File: src/rtl/vp_validation_queue.sv
// Validation queue between the last-value predictor and its feedback port.
// Holds predictions in program order and scores each one against its retired result.
module vp_validation_queue #(
    parameter int P_NUM_PRED       = 2,
    parameter int P_QUEUE_DEPTH    = 16,
    parameter int P_DROP_CNT_WIDTH = 16
) (
    input  logic                                clk_i,
    input  logic                                rst_ni,
    input  logic [P_NUM_PRED-1:0][31:0]         pred_pc_i,
    input  logic [P_NUM_PRED-1:0][31:0]         pred_result_i,
    input  logic [P_NUM_PRED-1:0]               pred_conf_i,
    input  logic [P_NUM_PRED-1:0]               pred_valid_i,
    input  logic [P_NUM_PRED-1:0][31:0]         exe_pc_i,
    input  logic [P_NUM_PRED-1:0][31:0]         exe_actual_i,
    input  logic [P_NUM_PRED-1:0]               exe_valid_i,
    input  logic                                flush_i,
    output logic [P_NUM_PRED-1:0][31:0]         fb_pc_o,
    output logic [P_NUM_PRED-1:0][31:0]         fb_actual_o,
    output logic [P_NUM_PRED-1:0]               fb_mispredict_o,
    output logic [P_NUM_PRED-1:0]               fb_conf_o,
    output logic [P_NUM_PRED-1:0]               fb_valid_o,
    output logic [$clog2(P_QUEUE_DEPTH):0]      count_o,
    output logic                                full_o,
    output logic [P_DROP_CNT_WIDTH-1:0]         drop_cnt_o
);

    localparam int AW = $clog2(P_QUEUE_DEPTH);
    localparam int CW = AW + 1;
    localparam logic [CW-1:0] DEPTH_C = CW'(P_QUEUE_DEPTH);

    logic [AW-1:0] head;
    logic [AW-1:0] tail;

    logic [31:0] mem_pc   [P_QUEUE_DEPTH];
    logic [31:0] mem_res  [P_QUEUE_DEPTH];
    logic        mem_conf [P_QUEUE_DEPTH];

    logic [CW-1:0]         n_push;
    logic [CW-1:0]         n_pop;
    logic [CW-1:0]         space;
    logic [AW-1:0]         wr_off [P_NUM_PRED];
    logic [AW-1:0]         rd_idx [P_NUM_PRED];
    logic [P_NUM_PRED-1:0] hit;
    logic                  accept;
    logic                  drop;

    // Valid pred lanes are compacted: each lane writes at tail + (valid lanes below it).
    always_comb begin
        n_push = '0;
        for (int i = 0; i < P_NUM_PRED; i++) begin
            wr_off[i] = n_push[AW-1:0];
            n_push    = n_push + CW'(pred_valid_i[i]);
        end
    end

    // Space is judged on the count at the start of the cycle, so same-cycle pops never help.
    assign space  = DEPTH_C - count_o;
    assign accept = !flush_i && (n_push != '0) && (space >= n_push);
    assign drop   = !flush_i && (space < n_push);

    // Each exe lane looks at the entry just past whatever the older lanes popped.
    always_comb begin
        n_pop = '0;
        hit   = '0;
        for (int i = 0; i < P_NUM_PRED; i++) begin
            rd_idx[i] = head + n_pop[AW-1:0];
            hit[i]    = exe_valid_i[i] && (count_o > n_pop) &&
                        (exe_pc_i[i] == mem_pc[rd_idx[i]]);
            n_pop     = n_pop + CW'(hit[i]);
        end
    end

    always_ff @(posedge clk_i) begin
        if (accept) begin
            for (int i = 0; i < P_NUM_PRED; i++) begin
                if (pred_valid_i[i]) begin
                    mem_pc[tail + wr_off[i]]   <= pred_pc_i[i];
                    mem_res[tail + wr_off[i]]  <= pred_result_i[i];
                    mem_conf[tail + wr_off[i]] <= pred_conf_i[i];
                end
            end
        end
    end

    always_ff @(posedge clk_i or negedge rst_ni) begin
        if (!rst_ni) begin
            head    <= '0;
            tail    <= '0;
            count_o <= '0;
        end else if (flush_i) begin
            // Matches this cycle still read the old contents; the queue empties at the edge.
            head    <= tail;
            count_o <= '0;
        end else begin
            head <= head + n_pop[AW-1:0];
            if (accept) begin
                tail    <= tail + n_push[AW-1:0];
                count_o <= count_o - n_pop + n_push;
            end else begin
                count_o <= count_o - n_pop;
            end
        end
    end

    always_ff @(posedge clk_i or negedge rst_ni) begin
        if (!rst_ni) begin
            drop_cnt_o <= '0;
        end else if (drop && (drop_cnt_o != '1)) begin
            drop_cnt_o <= drop_cnt_o + 1'b1;
        end
    end

    // Unmatched lanes keep their last data; only the qualifier drops.
    always_ff @(posedge clk_i or negedge rst_ni) begin
        if (!rst_ni) begin
            fb_pc_o         <= '0;
            fb_actual_o     <= '0;
            fb_mispredict_o <= '0;
            fb_conf_o       <= '0;
            fb_valid_o      <= '0;
        end else begin
            fb_valid_o <= hit;
            for (int i = 0; i < P_NUM_PRED; i++) begin
                if (hit[i]) begin
                    fb_pc_o[i]         <= mem_pc[rd_idx[i]];
                    fb_actual_o[i]     <= exe_actual_i[i];
                    fb_mispredict_o[i] <= (mem_res[rd_idx[i]] != exe_actual_i[i]);
                    fb_conf_o[i]       <= mem_conf[rd_idx[i]];
                end
            end
        end
    end

    assign full_o = (count_o == DEPTH_C);

endmodule
File: config.mk
export PLATFORM = sky130hd
export DESIGN_NAME = vp_validation_queue
export DESIGN_NICKNAME = d
export VERILOG_FILES = /design/src/rtl/vp_validation_queue.sv
export SDC_FILE = /design/constraint.sdc
export NUM_CORES = 2
export LEC_CHECK = 0
export CORE_ASPECT_RATIO = 0.6
export CORE_MARGIN = 1.5
export CORE_UTILIZATION = 40
export CTS_BUF_LIST = sky130_fd_sc_hd__clkbuf_16
export DETAILED_ROUTE_END_ITERATION = 12
export GPL_ROUTABILITY_DRIVEN = 0
export SYNTH_ARGS = -nofsm -noshare
export SYNTH_HDL_FRONTEND = slang
export SYNTH_SLANG_ARGS = --single-unit
File: constraint.sdc
create_clock -name clk_i -period 18.27 [get_ports clk_i]
set_input_delay 4.5675 -clock clk_i [delete_from_list [all_inputs] [get_ports clk_i]]
set_output_delay 4.5675 -clock clk_i [all_outputs]
set_load 0.03 [all_outputs]
---- Yosys cells after proc, flatten, opt, wreduce, memory -nomap -nowiden ----
Memories as Yosys holds them, arrays and structs flattened. A register that Yosys moved wholly into a read port is not among the register bits.
Index checks and enable logic that the tools add are counted.
storage, ports and cells
  RAM bits ................................ 1040
  word-level logic and storage cells ...... 57
  register bits ........................... 161
  output and inout port bits .............. 156
  input bits .............................. 265
  memories ................................ 3
cells by class
  $lt $le $gt $ge ......................... 4
  reduce and logical (&&, ||, !) cells .... 13
  equality and inequality tests ........... 6
  bitwise gates (word level) .............. 1
  mux-type cells .......................... 9
  add/sub/neg operators ................... 10
memories
  name      depth  bits a word  read ports  clocked after Yosys merged registers in  wr ports  line  RTL
  mem_pc    16     32           2           0                                        2         35    logic [31:0] mem_pc [P_QUEUE_DEPTH];
  mem_res   16     32           2           0                                        2         36    logic [31:0] mem_res [P_QUEUE_DEPTH];
  mem_conf  16     1            2           2                                        2         37    logic mem_conf [P_QUEUE_DEPTH];
operators by type and width
  cell                   number
  $eq 32x32->1           2
  $ne 32x32->1           2
  $add 16x1->16 const B  1
  $ne 16x16->1 const B   1
  $mux 5                 2
  $add 4x1->4            2
  $add 4x2->4            2
  $logic_and 1x1->1      8
  $mux 1                 6
  $add 5x2->5            1
  $eq 5x5->1 const B     1
  $ge 5x2->1             1
  $gt 5x1->1             1
  $gt 5x1->1 const B     1
  $lt 5x2->1             1
  $reduce_bool 5->1      1
  $sub 5x2->5            1
  $sub 5x5->5 const A    1
  $add 1x1->2            2
  $mux 4                 1
  $logic_not 1->1        3
  $reduce_and 2->1       1
  $not 1->1              1

---- Depth between registers and ports, before layout ----
An unclocked memory read counts as a cell.
  depth in word-level cells ............... 12
  mapped depth ............................ 37
  gate-level depth less buffers ........... 28

---- Worst setup path before layout ----
No wires, ideal clock.
  kind .................................... in2reg
  start ................................... input pred_valid_i[0]
  end ..................................... memory mem_conf[1] (enable)
  cell stages on the path ................. 9
  arrival time ............................ 10954 ps
  required time ........................... 17682 ps
  buffers on the path ..................... 0
  slack ................................... 6728 ps
  setup time .............................. 588 ps
  cells stage by stage .................... inv_1 > ha_1 > ha_1 > nand2_1 > a21oi_1 > o41ai_2 > nor3_1 > nand2_1 > o32ai_1
RTL lines
  what             line  RTL
  start, declared  13    input logic [P_NUM_PRED-1:0] pred_valid_i,
  end, declared    37

---- Final worst setup path ----
  start ................................... input exe_pc_i[4] (netlist name)
  end ..................................... register count_o[4]
between the ends
  word-level cells in the longest chain between the ends .. 11
  elaborated cells on any way between the ends .. 13
  those cells by class .................... add/sub (4); order compare (1); eq/ne (2); mux (2); reduce/logical (3); memory (1)
RTL lines
  what                   line     RTL
  start, declared        14       input logic [P_NUM_PRED-1:0][31:0] exe_pc_i,
  $eq 32x32->1 (*)       69       (exe_pc_i[i] == mem_pc[rd_idx[i]]);
  $logic_and 1x1->1 (*)  68       hit[i] = exe_valid_i[i] && (count_o > n_pop) &&
  net hit[0]             44       logic [P_NUM_PRED-1:0] hit;
  $add 4x1->4            67       rd_idx[i] = head + n_pop[AW-1:0];
  $mem_v2 16x32          --
  $eq 32x32->1           69
  $logic_and 1x1->1 (*)  68
  net hit[1]             44
  $add 1x1->2 (*)        70       n_pop = n_pop + CW'(hit[i]);
  $sub 5x2->5 (*)        99, 101
  $add 5x2->5            99       count_o <= count_o - n_pop + n_push;
  $mux 5 (*)             97       if (accept) begin
  $mux 5 (*)             91       end else if (flush_i) begin
  end signal, assigned   99
  end signal, assigned   101      count_o <= count_o - n_pop;
  end, declared          23       output logic [$clog2(P_QUEUE_DEPTH):0] count_o,
The timed path passes the listed nets; every way through them passes the cells marked *.
A chain may end at the register's enable or synchronous reset.

==> impl_results.md <==
- Core footprint: 170300 um^2
- Count of hold buffers inserted by post-cts repair: 0
- Overall Power: 10.64 mW
- DR iter-0 viols: 5946
- TritonCTS clock tree: done
- Largest net degree at the start of global routing: 118
- Final setup violation count: 0
- Data required, critical path: 18890 ps
- Buffer cell driving the clock tree root: sky130_fd_sc_hd__clkbuf_16
- Multi-input gate area: 31890 um^2
- Initial Util: 0.4040
- Syn Nets: 4508
- Number of enable-type register cells in the synthesized netlist: 1040
- Number of buffers between clock root and the deepest sink: 3
- Non-filler instance count after layout: 6796
- Wire length of the first global-routing pass: 347000 um
- Post-placement setup slack: 5554 ps
- Class of the most critical setup path: input pin to register
- Setup Skew: 28.53 ps
- Count of maximum capacitance violations: 0
- Max-slew violations: 0
- Number of global-route vias before repair: 41.95k
- DR vias/cell: 6.485
- Summed area of non-filler cells in the final layout: 78900 um^2
- # port buffers: 420
- Maximum operating frequency: 0.08286 GHz
- Fillers: 14.71k
- Number of synthesized register bits: 1203
- Family of cells with the greatest summed delay on the critical path: simple AND/OR/NAND/NOR gates
- Skew-Pair Late Insertion Delay: 780 ps
- Antenna violations before repair: 31
- Final Hold Vio Count: 0
- Sequential area share after synthesis: 0.5133
- Sequential standard cell area: 35320 um^2
- Clock-pin transition on the worst setup and hold timing paths: 60 ps
- Std cell rows: 117
- Io pins: 421
- Post-synth ARST share: 0.1355
- Cells resized by post-CTS repair: 0
- Worst VDD drop: 0.1130 mV
- Number of library cell types mapped by synthesis: 53
- Static Leakage: 26.41 nW
- Cell count after placement: 6564
- Final-layout setup total negative slack: 0 ps
- Remaining antenna violation count: 0
- Start point of the worst min-delay path: fb_actual_o[27]$_DFFE_PN0N_
- Relative slew slack: 0.2160
- Buffers & Inverters on Critical Path: 5
- CP max-delay cell: sky130_fd_sc_hd__nor4_1
- Total via count after detailed routing: 44.07k
- Mapped cell area: 68780 um^2
- Layout cells sized above 1: 0.4511
- Gr usage total: 0.2826
- Overall die height: 324.2 um
- Share of the core filled with cells: 0.4634
- Result of the run: complete, no violations
- Area after DPL: 75160 um^2
- Final WL: 250400 um
- Crit Path Max Fanout: 76
- Data arrival time of the critical path: 12690 ps
- Post-CTS setup buffer count: 0
- Overall die width: 538.4 um
- Origin of the critical flop-to-flop path: head[1]$_DFF_PN0_
- Hold WC Path Type: register to register
- Count of clock tree sinks: 1203
- CTS Buf Count: 120
- CTS HTree Levels: 3
- Hold_ws: 481.5 ps
- Final routed DRC violation total: 0
- Area delta synth->final: 14.70%
- Critical path origin: exe_pc_i[4]
- Post-layout net count: 4716
- Setup repair after global routing missed its margin: false
- Critical Path End Type: register
- Critical path's largest stage delay: 800 ps
- Sort of element at the start of the critical path: input pin
- Average wire per cell in the routed design: 36.84 um
- DIE AREA: 174500 um^2
- Number of optimization iterations in the first detailed-route pass: 5
- Placed wire-length estimate: 146900 um
- Power density cells: 134.9 nW/um^2
- Post-Syn Instances: 4217
- Crit path setup slack, layout: 6201 ps
- Post-Syn Area per Cell: 16.31 um^2
- Yosys Warn Count: 0
- Overflow left after global routing: 0
- Crit path time final: 12070 ps
- Final Cycle Share: 0.6606
- Worst-Margin Slew: 1176 ps
- Main synth FF type: sky130_fd_sc_hd__edfxtp_1
## registers in the layout (all words and copies together) (netlist names), 4 cells and up
register / count
fb_actual_o: 64
mem_res: 512
mem_conf: 16
head: 4
count_o: 5
tail: 4
mem_pc: 512
fb_pc_o: 64
drop_cnt_o: 16
## power by group
part / total (mW) / internal, mW / switching, mW
Sequential: 3.46 / 3.26 / 0.191
Combinational: 4.74 / 1.97 / 2.76
Clock: 2.45 / 1.30 / 1.15
## path summary, 6_finish.rpt
path | cells after the start | slack [ps] | endpoint
hold reg to reg | 1 | 480 | fb_actual_o[27]$_DFFE_PN0N_
min in group asynchronous | 1 | 3770 | fb_actual_o[4]$_DFFE_PN0N_
setup reg to reg | 30 | 6560 | count_o[4]$_DFF_PN0_
setup / recovery | 27 | 6200 | count_o[4]$_DFF_PN0_
hold / removal | 1 | 480 | fb_actual_o[27]$_DFFE_PN0N_
max in group asynchronous | 2 | 13040 | fb_pc_o[34]$_DFFE_PN0P_
## per-layer routing
layer | vias to the layer above | track usage | share of wire | wire (um)
li1 | 17420 | - | - | -
met1 | 23610 | 0.4285 | 0.44 | 109600
met2 | 2680 | 0.4066 | 0.43 | 107000
met3 | 336 | 0.07379 | 0.11 | 28340
met4 | 22 | 0.05527 | 0.021 | 5293
met5 | - | 0 | 0.00052 | 131
## worst reg2reg max path, delay by kind of cell, from the launching register on
family,cells,cell delay [ps]
muxes,4,1640
DFF,1,960
and+or+nand+nor,10,3100
AOI/OAI and AO/OA,2,420
buffers and inverters,6,2740
xor gates and xnor gates,3,650
adders and majority gates,5,2020
## area by class of cell
class / instances / share of cell area
Antenna cell: 6 / 0.0001903
Clock buffer: 120 / 0.03806
Clock inverter: 106 / 0.009103
Inverter: 19 / 0.0009040
Multi-Input combinational cell: 2560 / 0.4042
Sequential cell: 1203 / 0.4477
Tap cell: 2261 / 0.03586
Timing Repair Buffer: 521 / 0.06391
## cell usage in the layout, fill, tap and decap left out, types with 8 or more instances in the layout
cell type / instances
sky130_fd_sc_hd__xor2_1: 65
sky130_fd_sc_hd__clkinv_1: 24
sky130_fd_sc_hd__nand2b_1: 8
sky130_fd_sc_hd__nor4_1: 23
sky130_fd_sc_hd__a31oi_1: 40
sky130_fd_sc_hd__nor2_1: 28
sky130_fd_sc_hd__bufinv_16: 8
sky130_fd_sc_hd__nand2_1: 220
sky130_fd_sc_hd__nand4_1: 22
sky130_fd_sc_hd__mux2_2: 1127
sky130_fd_sc_hd__mux2_1: 9
sky130_fd_sc_hd__a21oi_1: 12
sky130_fd_sc_hd__a22oi_1: 45
sky130_fd_sc_hd__clkbuf_16: 120
sky130_fd_sc_hd__dfrtp_1: 159
sky130_fd_sc_hd__and3_1: 44
sky130_fd_sc_hd__mux2_4: 40
sky130_fd_sc_hd__o22ai_4: 9
sky130_fd_sc_hd__ha_1: 20
sky130_fd_sc_hd__a211oi_1: 11
sky130_fd_sc_hd__xnor2_1: 91
sky130_fd_sc_hd__clkdlybuf4s50_1: 419
sky130_fd_sc_hd__inv_1: 56
sky130_fd_sc_hd__edfxtp_1: 1040
sky130_fd_sc_hd__nand3_1: 16
sky130_fd_sc_hd__nor2_4: 13
sky130_fd_sc_hd__nor3_1: 15
sky130_fd_sc_hd__mux2i_1: 79
sky130_fd_sc_hd__buf_4: 95
sky130_fd_sc_hd__clkinv_2: 24
sky130_fd_sc_hd__mux4_2: 558
## cells in the mapped netlist (40+ instances only)
library cell,n,share of area
sky130_fd_sc_hd__mux2_2,1127,0.18
sky130_fd_sc_hd__edfxtp_1,1040,0.45
sky130_fd_sc_hd__mux4_2,558,0.18
sky130_fd_sc_hd__clkbuf_1,256,0.014
sky130_fd_sc_hd__nand2_1,220,0.012
sky130_fd_sc_hd__dfrtp_1,163,0.059
sky130_fd_sc_hd__buf_2,94,0.0068
sky130_fd_sc_hd__xnor2_1,93,0.012
sky130_fd_sc_hd__mux2i_1,79,0.011
sky130_fd_sc_hd__xor2_1,67,0.0085
sky130_fd_sc_hd__buf_1,49,0.0027
sky130_fd_sc_hd__a22oi_1,45,0.0049
sky130_fd_sc_hd__and3_1,44,0.0040
sky130_fd_sc_hd__nor2_1,41,0.0022
sky130_fd_sc_hd__a31oi_1,40,0.0036
sky130_fd_sc_hd__mux2_4,40,0.0087
## logic make-up (layout without fill, tap and decap cells)
logic type	Yosys count	count (layout)	share of synthesized area
simple gates	419	419	0.02836
xor+xnor	160	160	0.02037
compound gates	142	142	0.01417
fa+ha+maj	26	26	0.005166
buf+inv	454	766	0.02970
flops	1203	1203	0.5133
other cells	0	6	0
mux	1813	1813	0.3889
Note: power is estimated with default switching activity, not from simulation.
